<file path="config.mk">
export PLATFORM = sky130hd
export DESIGN_NAME = audio_sample_streamer
export DESIGN_NICKNAME = d
export VERILOG_FILES = /design/src/rtl/audio_sample_streamer.sv
export SDC_FILE = /design/constraint.sdc
export NUM_CORES = 1
export LEC_CHECK = 0
export BUFFER_PORTS_ARGS = -buffer_cell sky130_fd_sc_hd__buf_2
export CORE_MARGIN = 3
export CORE_UTILIZATION = 60
export CTS_BUF_LIST = sky130_fd_sc_hd__clkbuf_8
export CTS_CLUSTER_SIZE = 16
export DETAILED_ROUTE_END_ITERATION = 8
export GPL_TIMING_DRIVEN = 1
export PLACE_DENSITY = 0.89
export SLEW_MARGIN = 20
export SYNTH_ARGS = -nofsm -noshare
export SYNTH_HDL_FRONTEND = slang
export SYNTH_SLANG_ARGS = --single-unit
</file>
<file path="constraint.sdc">
create_clock -name Clk -period 8 [get_ports Clk]
set_input_delay 0.8 -clock Clk [delete_from_list [all_inputs] [get_ports Clk]]
set_output_delay 0.8 -clock Clk [all_outputs]
set_load 0.005 [all_outputs]
</file>
<file path="src/rtl/audio_sample_streamer.sv">
// audio_sample_streamer
// Walks the sample ROM at a fixed address step, prefetches samples into a
// small FIFO and hands one sample to both DAC channels on every codec
// frame-done edge. The asynchronous frame-done input is synchronised and
// edge-detected here, so the whole block runs on Clk.
module audio_sample_streamer #(
    parameter int                ADDR_W    = 20,
    parameter int                DATA_W    = 16,
    parameter int                DEPTH     = 4,
    parameter int                ADDR_STEP = 4,
    parameter logic [ADDR_W-1:0] END_ADDR  = 20'hFFFFC
) (
    input  logic              Clk,
    input  logic              Reset,
    input  logic              Start,
    input  logic              Loop,
    input  logic              data_over,
    output logic [ADDR_W-1:0] ROM_ADDR,
    input  logic [DATA_W-1:0] ROM_DATA,
    output logic [DATA_W-1:0] LDATA_out,
    output logic [DATA_W-1:0] RDATA_out,
    output logic              Busy,
    output logic              Done,
    output logic              Underrun
);

    localparam int PTR_W = $clog2(DEPTH);
    localparam int CNT_W = $clog2(DEPTH + 1);

    localparam logic [ADDR_W-1:0] STEP_C    = ADDR_W'(ADDR_STEP);
    localparam logic [ADDR_W-1:0] ADDR_ZERO = {ADDR_W{1'b0}};
    localparam logic [CNT_W-1:0]  CNT_ZERO  = {CNT_W{1'b0}};
    localparam logic [CNT_W-1:0]  CNT_ONE   = CNT_W'(1);
    localparam logic [CNT_W-1:0]  CNT_FULL  = CNT_W'(DEPTH);
    localparam logic [CNT_W:0]    ROOM_LIM  = (CNT_W + 1)'(DEPTH);
    localparam logic [PTR_W-1:0]  PTR_ZERO  = {PTR_W{1'b0}};
    localparam logic [PTR_W-1:0]  PTR_ONE   = PTR_W'(1);
    localparam logic [DATA_W-1:0] DATA_ZERO = {DATA_W{1'b0}};

    typedef enum logic [2:0] {
        ST_IDLE  = 3'd0,
        ST_FILL  = 3'd1,
        ST_PLAY  = 3'd2,
        ST_DRAIN = 3'd3,
        ST_DONE  = 3'd4
    } state_t;

    state_t              state_r;
    state_t              state_s;
    logic                sync1_r;
    logic                sync2_r;
    logic                prev_r;
    logic                inflight_r;
    logic [CNT_W-1:0]    count_r;
    logic [PTR_W-1:0]    wr_ptr_r;
    logic [PTR_W-1:0]    rd_ptr_r;
    logic [DATA_W-1:0]   fifo_r [DEPTH];
    logic [ADDR_W-1:0]   addr_next_s;
    logic                at_end_s;
    logic                room_s;
    logic                issue_s;
    logic                active_s;
    logic                pop_s;
    logic                pop_hit_s;
    logic                pop_empty_s;
    logic                push_s;
    logic                start_fill_s;

    // Reads are throttled so that stored plus outstanding samples never
    // exceed the FIFO depth; this is what makes an overflow path unnecessary.
    assign at_end_s     = (ROM_ADDR == END_ADDR);
    assign room_s       = ({1'b0, count_r} + {{CNT_W{1'b0}}, inflight_r}) < ROOM_LIM;
    assign issue_s      = ((state_r == ST_FILL) || (state_r == ST_PLAY)) && !inflight_r && room_s;
    assign active_s     = (state_r == ST_PLAY) || (state_r == ST_DRAIN);
    assign pop_s        = active_s && sync2_r && !prev_r;
    assign pop_hit_s    = pop_s && (count_r != CNT_ZERO);
    assign pop_empty_s  = pop_s && (count_r == CNT_ZERO);
    assign push_s       = inflight_r;
    assign start_fill_s = (state_r == ST_IDLE) && Start;

    // Two-flop synchroniser plus previous-value flop for data_over edge detection
    always_ff @(posedge Clk) begin
        if (Reset) begin
            sync1_r <= 1'b0;
            sync2_r <= 1'b0;
            prev_r  <= 1'b0;
        end else begin
            sync1_r <= data_over;
            sync2_r <= sync1_r;
            prev_r  <= sync2_r;
        end
    end

    // Next-state and next-read-address decode
    always_comb begin
        state_s     = state_r;
        addr_next_s = ROM_ADDR;
        if (issue_s) begin
            if (at_end_s) begin
                // Without looping the address parks on END_ADDR so it is never exceeded
                if (Loop) begin
                    addr_next_s = ADDR_ZERO;
                end else begin
                    addr_next_s = ROM_ADDR;
                end
            end else begin
                addr_next_s = ROM_ADDR + STEP_C;
            end
        end else if (start_fill_s) begin
            addr_next_s = ADDR_ZERO;
        end else begin
            addr_next_s = ROM_ADDR;
        end

        case (state_r)
            ST_IDLE: begin
                if (Start) begin
                    state_s = ST_FILL;
                end else begin
                    state_s = ST_IDLE;
                end
            end
            ST_FILL: begin
                // A very short sample table can end before the FIFO ever fills
                if (issue_s && at_end_s && !Loop) begin
                    state_s = ST_DRAIN;
                end else if (count_r == CNT_FULL) begin
                    state_s = ST_PLAY;
                end else begin
                    state_s = ST_FILL;
                end
            end
            ST_PLAY: begin
                if (issue_s && at_end_s && !Loop) begin
                    state_s = ST_DRAIN;
                end else begin
                    state_s = ST_PLAY;
                end
            end
            ST_DRAIN: begin
                // Finished once the last stored sample is popped and nothing is outstanding
                if (!inflight_r && ((count_r == CNT_ZERO) || (pop_hit_s && (count_r == CNT_ONE)))) begin
                    state_s = ST_DONE;
                end else begin
                    state_s = ST_DRAIN;
                end
            end
            ST_DONE: begin
                if (!Start) begin
                    state_s = ST_IDLE;
                end else begin
                    state_s = ST_DONE;
                end
            end
            default: begin
                state_s = ST_IDLE;
            end
        endcase
    end

    // State register with registered Busy/Done decodes of the next state
    always_ff @(posedge Clk) begin
        if (Reset) begin
            state_r <= ST_IDLE;
            Busy    <= 1'b0;
            Done    <= 1'b0;
        end else begin
            state_r <= state_s;
            Busy    <= (state_s == ST_FILL) || (state_s == ST_PLAY) || (state_s == ST_DRAIN);
            Done    <= (state_s == ST_DONE);
        end
    end

    // ROM address and single outstanding-read tracker
    always_ff @(posedge Clk) begin
        if (Reset) begin
            ROM_ADDR   <= ADDR_ZERO;
            inflight_r <= 1'b0;
        end else begin
            ROM_ADDR   <= addr_next_s;
            inflight_r <= issue_s;
        end
    end

    // FIFO storage; contents need no reset because the count gates every read
    always_ff @(posedge Clk) begin
        if (push_s) begin
            fifo_r[wr_ptr_r] <= ROM_DATA;
        end
    end

    // FIFO pointers and occupancy, cleared on reset and on every new playback
    always_ff @(posedge Clk) begin
        if (Reset || start_fill_s) begin
            wr_ptr_r <= PTR_ZERO;
            rd_ptr_r <= PTR_ZERO;
            count_r  <= CNT_ZERO;
        end else begin
            if (push_s) begin
                wr_ptr_r <= wr_ptr_r + PTR_ONE;
            end
            if (pop_hit_s) begin
                rd_ptr_r <= rd_ptr_r + PTR_ONE;
            end
            count_r <= count_r + CNT_W'(push_s) - CNT_W'(pop_hit_s);
        end
    end

    // Output sample registers: head on a good pop, silence on an empty pop
    always_ff @(posedge Clk) begin
        if (Reset) begin
            LDATA_out <= DATA_ZERO;
            RDATA_out <= DATA_ZERO;
        end else if (pop_hit_s) begin
            LDATA_out <= fifo_r[rd_ptr_r];
            RDATA_out <= fifo_r[rd_ptr_r];
        end else if (pop_empty_s) begin
            LDATA_out <= DATA_ZERO;
            RDATA_out <= DATA_ZERO;
        end
    end

    // Sticky underrun flag, cleared only by reset or a fresh start
    always_ff @(posedge Clk) begin
        if (Reset || start_fill_s) begin
            Underrun <= 1'b0;
        end else if (pop_empty_s) begin
            Underrun <= 1'b1;
        end
    end

endmodule
</file>
==> results of run 1 <==
==> synth_stat cells (all sizes together) (3+ instances only) <==
cell    instances  area, um2
o21ai           9      48.80
a22oi          16      120.1
a21oi           8      40.04
or3             4      27.52
a22o            4      35.03
a21o            3      23.77
or4             4      31.28
nor2b           5      31.28
nor3           10      50.05
dfxtp          53       1061
ha              9      112.6
nor2           39      146.4
xor2            4      35.03
nand2          18      67.56
a211o           5      45.04
mux4           16      360.4
edfxtp         64       1922
nor4            3      33.78
clkbuf         10      37.54
buf            23      172.7
and3            7      45.05
and2            5      31.28
xnor2           5      43.79
inv             9      33.78
nand3           8      40.04
==> where the power goes <==
part           internal [mW]  switching [mW]  total (mW)
registers              0.640         0.00498       0.645
clock network          0.317           0.261       0.578
logic                 0.0139          0.0233      0.0372
==> metal layers <==
layer	global-route usage [%]	vias to the layer above	share of wire (%)
li1	-	1474	-
met1	27.81	1473	43
met2	32.72	121	48
met3	6.077	16	7.3
met4	9.005	0	1.6
met5	0	-	0
==> worst register-to-register path, cell delays in order (launching register included) <==
cell and delay [ps]:
dfxtp_1 390, nand4bb_1 820, nor2_1 390, ha_1 290, inv_1 60, ha_1 130, inv_1 50, fa_1 370
xnor2_1 160, nor2_1 50
==> registers in the layout, indices dropped and copies added, names as in the netlist, named ones only <==
register    flops
prev_r          1
rd_ptr_r        2
fifo_r         64
Done            1
wr_ptr_r        2
sync1_r         1
ROM_ADDR       18
Underrun        1
sync2_r         1
inflight_r      1
count_r         3
Busy            1
state_r         3
RDATA_out      16
==> per-stage QoR <==
| stage | hold WS, ps | total power, mW | util [%] | instance area (um2) | setup slack [ps] |
|---|---|---|---|---|---|
| floorplan | 413.8 | 0.6808 | - | 4830 | 5321 |
| global placement | 430.5 | 0.6934 | 65.91 | 5120 | 5136 |
| detailed placement | 427.0 | 0.6953 | 65.91 | 5120 | 5220 |
| CTS | 443.0 | 1.267 | 71.42 | 5548 | 5170 |
| global route | 469.2 | 1.297 | 71.44 | 5549 | 4915 |
| finish | 443.8 | 1.260 | 71.44 | 5549 | 5166 |
==> cells in the final DEF, fill, tap and decap left out, types with 6 or more instances in the layout <==
cell and instances:
a22oi_1 16, edfxtp_1 64, nand2_1 18, nor3_1 10, o21ai_0 8, dfxtp_1 52
clkbuf_8 17, ha_1 9, a21oi_1 8, and3_1 6, nand3_1 8, buf_2 73
nor2_1 39, inv_6 7, mux4_2 16, inv_1 9
==> logic make-up (layout without fill, tap and decap cells) <==
kind of cell,Yosys count,count (layout),share of synthesized area [%]
compound gates,59,59,8.997
xor+xnor,9,9,1.633
fa+ha+maj,10,10,2.748
buf+inv,42,115,5.056
flops,117,117,61.81
mux,17,17,7.674
other cells,1,2,0.07771
simple gates,113,113,12.00
==> cell type report <==
type / count / area, um2 / area share (%)
clock inverter: 15 / 193.9 / 3.495
multi-input combinational: 210 / 1603 / 28.88
inverter: 9 / 33.78 / 0.6088
clock buffer: 17 / 234.0 / 4.216
tap: 102 / 127.6 / 2.300
sequential: 117 / 2984 / 53.78
timing repair buffer: 74 / 372.9 / 6.719
==> final timing paths <==
check / slack, ps / cells after the start / startpoint / to
worst max-delay path: 5170 / 9 / state_r[2]$_SDFF_PP0_ / count_r[2]$_SDFF_PP0_
worst min-delay path: 440 / 1 / sync1_r$_SDFF_PP0_ / sync2_r$_SDFF_PP0_
worst max register to register: 5170 / 9 / state_r[2]$_SDFF_PP0_ / count_r[2]$_SDFF_PP0_
worst min register to register: 440 / 1 / sync1_r$_SDFF_PP0_ / sync2_r$_SDFF_PP0_
==> impl_results.md, run 1 <==
- Run status: finished clean
- Hold Path Class: reg -> reg
- Area Growth Syn to Fin: 14.99%
- Total die area: 0.009156 mm2
- DRT Wirelength: 9180 um
- CP top delay family: simple AND/OR/NAND/NOR gates
- Data arrival, critical path: 3120 ps
- TritonCTS Sinks: 117
- Drt drc: 0
- Drt pass-1 iters: 7
- Final setup fails: 0
- Max transition margin: 40.98%
- Max incr delay on CP: 820 ps
- WS Path Type: reg -> reg
- Cell Chain, Critical Path: nand4bb_1 -> nor2_1 -> ha_1 -> inv_1 -> ha_1 -> inv_1 -> fa_1 -> xnor2_1 -> nor2_1
- Antenna Cells: 0
- Maximum vdd drop: 0.1947 mV
- Crit-path slowest cell: nand4bb_1
- Fillcell total: 511
- P_leak: 2.154 nW
- Die height: 95.69 um
- Nets: 460
- Seq/Total Area, Yosys: 61.81%
- CTS tree: done
- # hold bufs at CTS: 0
- Detailed placement HPWL: 5995 um
- Vias: 3084
- DP Cell Count: 512
- Main flop type after synthesis: edfxtp_1
- Syn Std Cell Area: 0.004826 mm2
- Worst setup SP type: flip-flop
- Vias/cell: 5.669
- Final Skew: 7.498 ps
- Port Buffer Count: 73
- Final hold vios: 0
- First-pass GRT wire length: 14140 um
- Max Cap Viol: 0
- Root buf cell: clkbuf_8
- Clk Latency, worst-skew pair: 430 ps
- Final worst-path cycle share: 35.43%
- Final Wtd Congestion: 0.8455
- Clk slew on worst S/H paths: 70 ps
- Buf+Inv Stages, Crit Path: 2
- Ports: 76
- Fin. max-slew vios: 0
- Slew @ Worst Pin: 880.3 ps
- Synthesized flop and latch total: 117
- Vias in the first global route: 2817
- Antenna-violating nets left: 0
- Syn_area_per_cell: 13.11 um2
- Shortest period the worst path allows: 2834 ps
- CTS Buffer Depth: 2
- RSZ-0062 raised after global routing: false
- Total CTS buffers: 17
- Layout cells sized above 1: 30.77%
- Required @ worst endpoint: 8290 ps
- Post-cts gate resize count: 0
- DR iter-0 viols: 196
- Crit-path max FO: 19
- Core footprint: 0.007767 mm2
- WL/cell: 16.88 um
- Post-synth cell types: 55
- Synth Instances: 368
- CP Capture Type: flip-flop
- Non-Filler Instances: 544
- Post-synth EDFFs: 64
- Row count: 32
- Largest net degree at the start of global routing: 33
- Setup repair bufs after CTS: 0
- GRT Total Usage: 21.08%
- Pwr dens: 227.1 mW/mm2
- Initial Util: 62.13%
- Initial antenna violation count: 0
- Setup_tns: 0 ps
- Yosys warns: 0
- GRT overflow: 0
- Chip width: 95.69 um
- H-tree levels: 4
- Maximum clock frequency: 0.3529 GHz
- Ys async rst share: 0%
Power figures use the tool's default switching activity.
==> run 2, diff against run 1 <==
ABC_AREA = 1   (was default)
CORE_UTILIZATION = 53   (was 60)
PLACE_DENSITY = 0.83   (was 0.89)
clock period = 2.4 ns   (was 8 ns; I/O delays follow)
==> run 2 against run 1 <==
  * Setup slack got worse by 4800 ps
  * Register-to-register slack got worse by 4800 ps
  * Synthesized cell count rose by 45%
  * Clock-buffer cell count did not move
  * Sequential share of layout area fell by 4.1 points
  * Via count rose by 29%
  * Global-route usage barely moved
  * Sequential power rose to 3.3 times the previous value
  * Combinational power rose to 4.0 times the previous value
  * Area after synthesis rose by 7.3%
  * Utilization fell by 7.4 points
==> impl_results.md, run 2 <==
- Final Skew: 9.002 ps (+1.504 ps)
- Reg with most FFs: fifo_r
- Top cells by count, synth: nand2_1 (94), nor2_1 (79), edfxtp_1 (64)
- Cell Chain, Critical Path: nor3_1 -> nor2_4 -> ha_1 -> inv_1 -> ha_1 -> inv_1 -> fa_1 -> xnor2_1 -> nor2_1
- Worst setup SP type: flip-flop
- Pwr dens: 695.2 mW/mm2 (+210%)
- GR Util met1: 26.17% (-1.6 points)
- RSZ-0062 raised after global routing: false
- Drt pass-1 iters: 5 (-2)
- Run status: finished clean
- Layout cells sized above 1: 25.90% (-4.9 points)
- Final instance area: 0.006001 mm2 (+8.1%)
- Max incr delay on CP: 440 ps (-380 ps)
- Main flop type after synthesis: edfxtp_1
- Antenna-violating nets left: 0 (unchanged)
- Hold Path Class: in -> reg
- Crit-path slowest cell: nor3_1
- Syn_area_per_cell: 9.698 um2 (-26%)
- Final Wtd Congestion: 0.8962 (+6.0%)
- Port Buffer Count: 73 (unchanged)
- Synth area leader: edfxtp_1
- Area Growth Syn to Fin: 15.87%
- Gr busiest metal: met2
- Final setup fails: 0 (unchanged)
- H-tree levels: 4 (unchanged)
- Data arrival, critical path: 2390 ps (-730 ps)
- Clk slew on worst S/H paths: 70 ps (about the same)
- Chip width: 104.9 um (+9.6%)
- Root buf cell: clkbuf_8
- First-pass GRT wire length: 18630 um (+32%)
- Initial Util: 55.26% (-6.9 points)
- DRT Wirelength: 11090 um (+21%)
- Initial antenna violation count: 0 (unchanged)
- GRT met3 Usage: 5.806% (-0.27 points)
- Max transition margin: 50.63% (+9.7 points)
- Seq/Total Area, Yosys: 57.60% (-4.2 points)
- Fin. max-slew vios: 0 (unchanged)
- Detailed placement HPWL: 7207 um (+20%)
- Maximum vdd drop: 0.3898 mV (+100%)
- Final hold vios: 0 (unchanged)
- Total die area: 0.01099 mm2 (+20%)
- Maximum clock frequency: 0.4818 GHz (+37%)
- WL/cell: 14.93 um (-12%)
- Slew @ Worst Pin: 739.7 ps (-140.6 ps)
- Area share of the largest cell type after synthesis: 37.11% (-2.7 points)
- Row count: 35 (+9.4%)
- Synthesized flop and latch total: 117 (unchanged)
- Antenna Cells: 0 (unchanged)
- Die height: 104.9 um (+9.6%)
- Vias in the first global route: 3811 (+35%)
- Max reg flops: 64 (unchanged)
- CTS Buffer Depth: 2 (unchanged)
- Most frequent cells in the layout: nand2_1 (94), nor2_1 (79), buf_2 (73)
- Tot Pwr: 4.172 mW (+230%)
- Total CTS buffers: 17 (unchanged)
- Max Cap Viol: 0 (unchanged)
- Final worst-path cycle share: 86.47% (+51 points)
- CP top delay family: adder cells
- WS Path Type: reg -> reg
- Post-synth cell types: 36 (-35%)
- Post-layout util: 64.03% (-7.4 points)
- Buf+Inv Stages, Crit Path: 2 (unchanged)
- CTS tree: done
- Clk Latency, worst-skew pair: 430 ps (about the same)
- Shortest period the worst path allows: 2075 ps (-758.7 ps)
- Post-synth EDFFs: 64 (unchanged)
- Drt drc: 0 (unchanged)
- Nets: 633 (+38%)
- Required @ worst endpoint: 2710 ps (-5580 ps)
- Largest net degree at the start of global routing: 33 (unchanged)
- TritonCTS Sinks: 117 (unchanged)
- GRT overflow: 0 (unchanged)
- CP Capture Type: flip-flop
- Core footprint: 0.009371 mm2 (+21%)
- Ys async rst share: 0% (unchanged)
- M2 GR Usage: 35.56% (+2.8 points)
- Syn Std Cell Area: 0.005179 mm2 (+7.3%)
- Commonest non-fill, non-tap cell in the layout: nand2_1
- Placed inst area: 0.005548 mm2 (+8.4%)
- Top cells by area, synth: edfxtp_1 (37%), dfxtp_1 (20%), nand2_1 (6.8%), nor2_1 (5.7%), a21oi_1 (3.0%)
- Setup_tns: 0 ps (unchanged)
- Vias/cell: 5.355 (-5.5%)
- Vias: 3979 (+29%)
- DR iter-0 viols: 225 (+15%)
- P_leak: 2.319 nW (+7.6%)
- Yosys warns: 0 (unchanged)
- Most frequent cell after synthesis: nand2_1
- Crit-path max FO: 5 (-14)
- Largest registers: fifo_r (64), ROM_ADDR (18), RDATA_out (16)
- Synth Instances: 534 (+45%)
- Ports: 76 (unchanged)
- GRT Total Usage: 21.10% (+0.022 points)
run 2: changes by cell type after synthesis, moves of 18 or more:
| cell | delta |
|---|---|
| nor2_1 | +40 |
| inv_1 | +26 |
| nand4_1 | +18 |
| a21oi_1 | +23 |
| nand2_1 | +76 |
run 2: metrics by stage:
| step | instances | hold WS, ps | worst slack, ps |
|---|---|---|---|
| 2_1_floorplan | 535 | 338.9 | 243.6 |
| 3_3_place_gp | 708 | 403.8 | 431.7 |
| 3_5_place_dp | 708 | 405.4 | 331.3 |
| 5_1_grt | 743 | 1.178 | 183.0 |
| 6_report | 743 | 15.52 | 324.6 |
| 4_1_cts | 742 | 1.061 | 313.4 |
run 2: final cells by class:
type	count	area [um2]
Multi-Input combinational cell	342	1826
Fill cell	753	3371
Sequential cell	117	2983
Timing Repair Buffer	86	473.0
Inverter	38	145.1
Tap cell	129	161.4
Clock inverter	14	178.9
Clock buffer	17	234.0
run 2: logic make-up after synthesis:
kind of cell | synth area share [%]
and+or+nand+nor | 21.87
DFF | 57.60
AOI/OAI and AO/OA | 10.17
buffers and inverters | 7.224
adders and majority gates | 2.561
xor gates and xnor gates | 0.5075
other | 0.07241
run 2: worst register-to-register path, cell delays in order (launching register included):
cell     delay, ps
dfxtp_1        370
nor3_1         440
nor2_4          50
ha_1           270
inv_1           60
ha_1           130
inv_1           50
fa_1           370
xnor2_1        160
nor2_1          60
run 2: metal layers:
| metal | routed length (um) | up-vias |
|---|---|---|
| li1 | - | 1935 |
| met1 | 4558 | 1879 |
| met2 | 5724 | 148 |
| met3 | 707 | 17 |
| met4 | 102 | 0 |
| met5 | 0 | - |
run 2: worst paths after layout:
kind                               from                     end  slack (ps)  cells past startpoint
setup / recovery  count_r[1]$_SDFF_PP0_   count_r[2]$_SDFF_PP0_         320                      9
hold / removal              ROM_DATA[0]  fifo_r[0][0]$_DFFE_PP_          20                      1
setup reg to reg  count_r[1]$_SDFF_PP0_   count_r[2]$_SDFF_PP0_         320                      9
hold reg to reg      sync1_r$_SDFF_PP0_      sync2_r$_SDFF_PP0_         410                      2
run 2: timing repair:
| action | in CTS | in global routing |
|---|---|---|
| hold buffers | 3 | 1 |
| endpoints found under the hold margin | 9 | 2 |
| gates resized for setup | 0 | 0 |
| setup buffers | 0 | 0 |
run 2: report_power, final:
group	total, mW	internal, mW	switching [mW]
combinational	0.149	0.0493	0.0999
clock	1.87	1.03	0.841
sequential	2.15	2.13	0.0158
